File: config.mk
export PLATFORM = sky130hd
export DESIGN_NAME = sha256_msg_padder
export DESIGN_NICKNAME = d
export VERILOG_FILES = /design/src/rtl/sha256_msg_padder.sv
export SDC_FILE = /design/constraint.sdc
export NUM_CORES = 1
export LEC_CHECK = 0
export ABC_CLOCK_PERIOD_IN_PS = 4400
export CORE_ASPECT_RATIO = 1.25
export CORE_MARGIN = 2
export CORE_UTILIZATION = 51
export CTS_CLUSTER_SIZE = 12
export DETAILED_ROUTE_END_ITERATION = 10
export PLACE_DENSITY_LB_ADDON = 0.1
export SYNTH_ARGS = -nofsm -noshare
export SYNTH_HDL_FRONTEND = slang
export SYNTH_SLANG_ARGS = --single-unit
File: constraint.sdc
create_clock -name clk -period 4.4 [get_ports clk]
set_input_delay 1.1 -clock clk [delete_from_list [all_inputs] [get_ports clk]]
set_output_delay 1.1 -clock clk [all_outputs]
set_load 0.005 [all_outputs]
File: src/rtl/sha256_msg_padder.sv
// SHA-256 message padder: copies a MSG_WORDS-word message to dst_addr and appends the 0x8000_0000
// marker, zero fill and 64-bit bit length. Define PADDER_BSWAP_EN to byte-reverse message words.
module sha256_msg_padder #(
  parameter int MSG_WORDS = 20
) (
  input  logic        clk,
  input  logic        reset,
  input  logic        start,
  input  logic [15:0] src_addr,
  input  logic [15:0] dst_addr,
  output logic        done,
  output logic        mem_clk,
  output logic        mem_we,
  output logic [15:0] mem_addr,
  output logic [31:0] mem_write_data,
  input  logic [31:0] mem_read_data
);

  localparam int          BLOCKS       = (MSG_WORDS + 2) / 16 + 1;
  localparam int          TOTAL_WORDS  = 16 * BLOCKS;
  localparam logic [15:0] LAST_MSG_IDX = 16'(MSG_WORDS - 1);
  localparam logic [15:0] PAD_IDX      = 16'(MSG_WORDS);
  localparam logic [15:0] LAST_IDX     = 16'(TOTAL_WORDS - 1);
  localparam logic [31:0] BIT_LEN      = 32'(MSG_WORDS * 32);

  typedef enum logic [2:0] {
    IDLE,
    RD_REQ,
    RD_WAIT,
    WR_MSG,
    WR_PAD,
    DONE
  } state_t;

  state_t      state_q;
  logic        done_q;
  logic        we_q;
  logic [15:0] addr_q;
  logic [31:0] wdata_q;
  logic [15:0] idx_q;
  logic [15:0] src_q;
  logic [15:0] dst_q;
  logic [31:0] msg_word_d;
  logic [31:0] pad_word_d;

  assign mem_clk        = clk;
  assign done           = done_q;
  assign mem_we         = we_q;
  assign mem_addr       = addr_q;
  assign mem_write_data = wdata_q;

  always_comb begin
`ifdef PADDER_BSWAP_EN
    msg_word_d = {mem_read_data[7:0], mem_read_data[15:8],
                  mem_read_data[23:16], mem_read_data[31:24]};
`else
    msg_word_d = mem_read_data;
`endif
  end

  // The length-high word falls into the zero-fill default.
  always_comb begin
    pad_word_d = 32'h0000_0000;
    if (idx_q == PAD_IDX) begin
      pad_word_d = 32'h8000_0000;
    end else if (idx_q == LAST_IDX) begin
      pad_word_d = BIT_LEN;
    end
  end

  always_ff @(posedge clk or posedge reset) begin
    if (reset) begin
      state_q <= IDLE;
      done_q  <= 1'b0;
      we_q    <= 1'b0;
      addr_q  <= 16'h0000;
      wdata_q <= 32'h0000_0000;
      idx_q   <= 16'h0000;
      src_q   <= 16'h0000;
      dst_q   <= 16'h0000;
    end else begin
      case (state_q)
        IDLE: begin
          done_q <= 1'b0;
          we_q   <= 1'b0;
          if (start) begin
            src_q   <= src_addr;
            dst_q   <= dst_addr;
            idx_q   <= 16'h0000;
            addr_q  <= src_addr;
            state_q <= RD_WAIT;
          end
        end
        RD_REQ: begin
          we_q    <= 1'b0;
          addr_q  <= src_q + idx_q;
          state_q <= RD_WAIT;
        end
        RD_WAIT: begin
          we_q    <= 1'b0;
          state_q <= WR_MSG;
        end
        WR_MSG: begin
          wdata_q <= msg_word_d;
          addr_q  <= dst_q + idx_q;
          we_q    <= 1'b1;
          idx_q   <= idx_q + 16'h0001;
          state_q <= (idx_q == LAST_MSG_IDX) ? WR_PAD : RD_REQ;
        end
        WR_PAD: begin
          wdata_q <= pad_word_d;
          addr_q  <= dst_q + idx_q;
          we_q    <= 1'b1;
          idx_q   <= idx_q + 16'h0001;
          if (idx_q == LAST_IDX) begin
            state_q <= DONE;
          end
        end
        DONE: begin
          we_q    <= 1'b0;
          done_q  <= 1'b1;
          state_q <= IDLE;
        end
        default: begin
          state_q <= IDLE;
        end
      endcase
    end
  end

endmodule

* Word level (Yosys, flattened, before mapping)
Cells that the tools add are included.
Word-level totals: latch bits 0, output and inout port bits 51, word-level logic and storage cells 46, register bits after elaboration 101, memory bits (read-only) 0, memories kept 0, bits in writable memories 0
Cells by class: bitwise operators 0, multiply operators 0, div/mod/pow operators 0, muxes and demuxes 13, $add $sub $neg 3, equality and inequality tests 10, reductions and logical operators 12, magnitude comparators 0, shift operators 0
Operators by type and width (number):
- $pmux W32 S2 | 1
- $eq A16 B5 Y1 const B | 3
- $pmux W16 S3 | 1
- $add A16 B16 Y16 | 2
- $mux W16 | 2
- $mux W32 | 1
- $pmux W16 S2 | 1
- $add A16 B1 Y16 const B | 1
- $pmux W3 S5 | 1
- $mux W10 | 1
- $mux W3 | 3
- $reduce_and A2 Y1 | 4
- $reduce_bool A2 Y1 | 4
- $eq A3 B2 Y1 const B | 2
- $eq A3 B3 Y1 const B | 2
- $ne A2 B2 Y1 const B | 2
- $pmux W1 S2 | 2
- $reduce_or A4 Y1 | 1
- $eq A3 B1 Y1 const B | 1
- $logic_not A3 Y1 | 1
- $reduce_bool A3 Y1 | 1
- $reduce_or A2 Y1 | 1

* Logic depth before layout (Yosys ltp)
word-level depth 4, depth in mapped cells 16, mapped depth without buffers 13

==> flow_summary.ini <==
[sta]
rsz0062_at_grt = no
hold_viol = 0
skew_ns = 0.00378
finalSetupViolCount = 0
maxSlewViolCount = 0
tightestPinTransition_ns = 0.745
setup_tns_ns = 0
slew_headroom_pct = 50.3

[worst_setup_path]
crit_arrival_ns = 2.90
path_max_fanout = 2
required_ns = 3.30
cp-start-kind = clock port
crit_type = clk2out
crit_path_end_kind = output port
r2r_slack_ns = 0.88

[logic_synthesis]
avgSynthCellArea_um2 = 9.18
syn_nets = 649
ys_ff_latch = 101
postSynth.asyncResetShare_pct = 100
yosysWarningCount = 0
syn_inst = 562
synth_cell_types = 55
synth_common_cells = 181 x nand2_1, 101 x dfrtp_1, 30 x a22o_1, 30 x o21ai_0, 24 x nor2_1
synthesis.area_um2 = 5160
ys.flop_type = dfrtp_1
synth_largest_area_cell = dfrtp_1
synthTopCellsByArea = dfrtp_1 49%, nand2_1 13%, a22o_1 5.1%, ha_1 4.6%, o21ai_0 2.9%
synth.yosys.seq_area_share_pct = 49.0
synth.top_cell.area_share_pct = 49.0
yosysMostFrequentCell = nand2_1
synth_edf_count = 0

[layout]
area_growth_pct = 32.2
drive_gt1_share_pct = 6.05
n_antenna_cell = 0
stdcell_count = 807
layout.nets = 761
fillCellCount = 813

[floorplan]
die_h_um = 116
die-area_um2 = 10900
start_util_pct = 51.8
rows = 41
core_area_um2 = 9950
io_pins = 118
die_x_um = 94.0

[clock_network]
insertion_delay_ns = 0.46
cts-hold-fix-buffers = 0
cts_resized = 0
cts_setup_buffers = 0
cts_tree = done
clk_pin_slew_ns = 0.07

[routing]
vias = 4517
vias_per_cell = 5.60
routedWlPerCell_um = 16.2
dr.pass1.iters = 5
wirelength_um = 13100
drtAntennaViolNets = 0
drcViolationCount = 0
drtIter0Drc = 272

[global_routing]
grt_max_degree = 62
grtUsageMet2_pct = 42.0
top_usage_layer = met2
grt_pass1_wl_um = 21100
grt_use_total_pct = 24.6
use_met1_pct = 31.4
grt.met3_usage_pct = 3.48
overflow = 0
antenna_found_initial = 0
grt_pass1_vias = 4399

[hold_path]
hold_path_class = reg2reg

[job]
maxCapViolCount = 0

[pwr]
p_leak_nw = 3.23
power.density_nw_per_um2 = 733
ir_drop_uv = 339

[placed_design]
gp_routability_congestion = 0.959
io_buffers = 117
place_hpwl_um = 9190
dp_cells = 789

[status]
outcome = finished, final reports clean
metrics by stage:
stage	cell area [um2]	util (%)	hold slack [ns]	power, mW	setup WS [ns]
after floorplan	5160	-	0.446	3.08	0.653
after global placement	6430	64.6	0.459	3.95	0.686
after detailed placement	6430	64.6	0.463	4.01	0.686
after CTS	6820	68.5	0.479	5.03	0.387
after global routing	6820	68.5	0.500	5.36	0.386
final	6820	68.5	0.477	5.00	0.398
path summary, 6_finish.rpt:
kind	startpoint	to	cells after the start
worst max register to register	state_q[1]	mem_addr[13]	12
max in group asynchronous	reset	mem_write_data[26]	3
worst max-delay path	clk	mem_clk	3
worst min-delay path	src_q[12]	src_q[12]	2
worst min register to register	src_q[12]	src_q[12]	2
min in group asynchronous	reset	mem_write_data[6]	2
placed cells by master (no fill, tap or decap), drive strengths merged, types with 7 or more instances in the layout:
master	synthesis	layout
inv	11	12
a31oi	7	7
clkbuf	7	13
xnor2	9	9
o211ai	10	10
clkdlybuf4s50	0	117
ha	19	19
and3	11	11
a211oi	8	8
nand2	183	183
buf	19	7
a22o	30	30
nand4	7	7
o21ai	31	31
nand3	8	8
dfrtp	101	101
nor2	25	25
a21oi	21	21
where the power goes:
| part | total [mW] | switching, mW | internal (mW) |
|---|---|---|---|
| logic | 2.39 | 1.26 | 1.12 |
| clock network | 1.01 | 0.378 | 0.630 |
| registers | 1.61 | 0.275 | 1.33 |
cell type report:
class	count	area, um2	share of cell area (%)
inverters	11	43.8	0.642
well taps	129	161	2.37
flip-flops and latches	101	2530	37.1
multi-input cells	424	2470	36.3
clock buffers	14	314	4.60
clock inverters	5	85.1	1.25
repair buffers	123	1210	17.8
critical path, stage by stage:
cell	delay (ns)
clkbuf_16	0.12
clkbuf_16	0.13
clkdlybuf4s50_1	0.45
routing by layer:
layer  wire [um]  share of wire [%]
met5           0                  0
met4         286                2.2
met3         651                5.0
met2        6540                 50
met1        5590                 43
cell families (layout without fill, tap and decap cells):
group | count (synthesis) | in the layout | synth area share [%]
and+or+nand+nor | 255 | 255 | 21.6
AOI/OAI and AO/OA | 131 | 131 | 18.0
DFF | 101 | 101 | 49.0
buffers and inverters | 37 | 153 | 3.18
adders and majority gates | 20 | 20 | 5.00
xor gates and xnor gates | 12 | 12 | 2.04
muxes | 6 | 6 | 1.16
registers in the layout, indices dropped and copies added (netlist names):
name	flops
mem_write_data	32
dst_q	16
idx_q	16
mem_addr	16
src_q	16
state_q	3
done	1
mem_we	1
No activity file was read; power rests on OpenSTA's default activity.
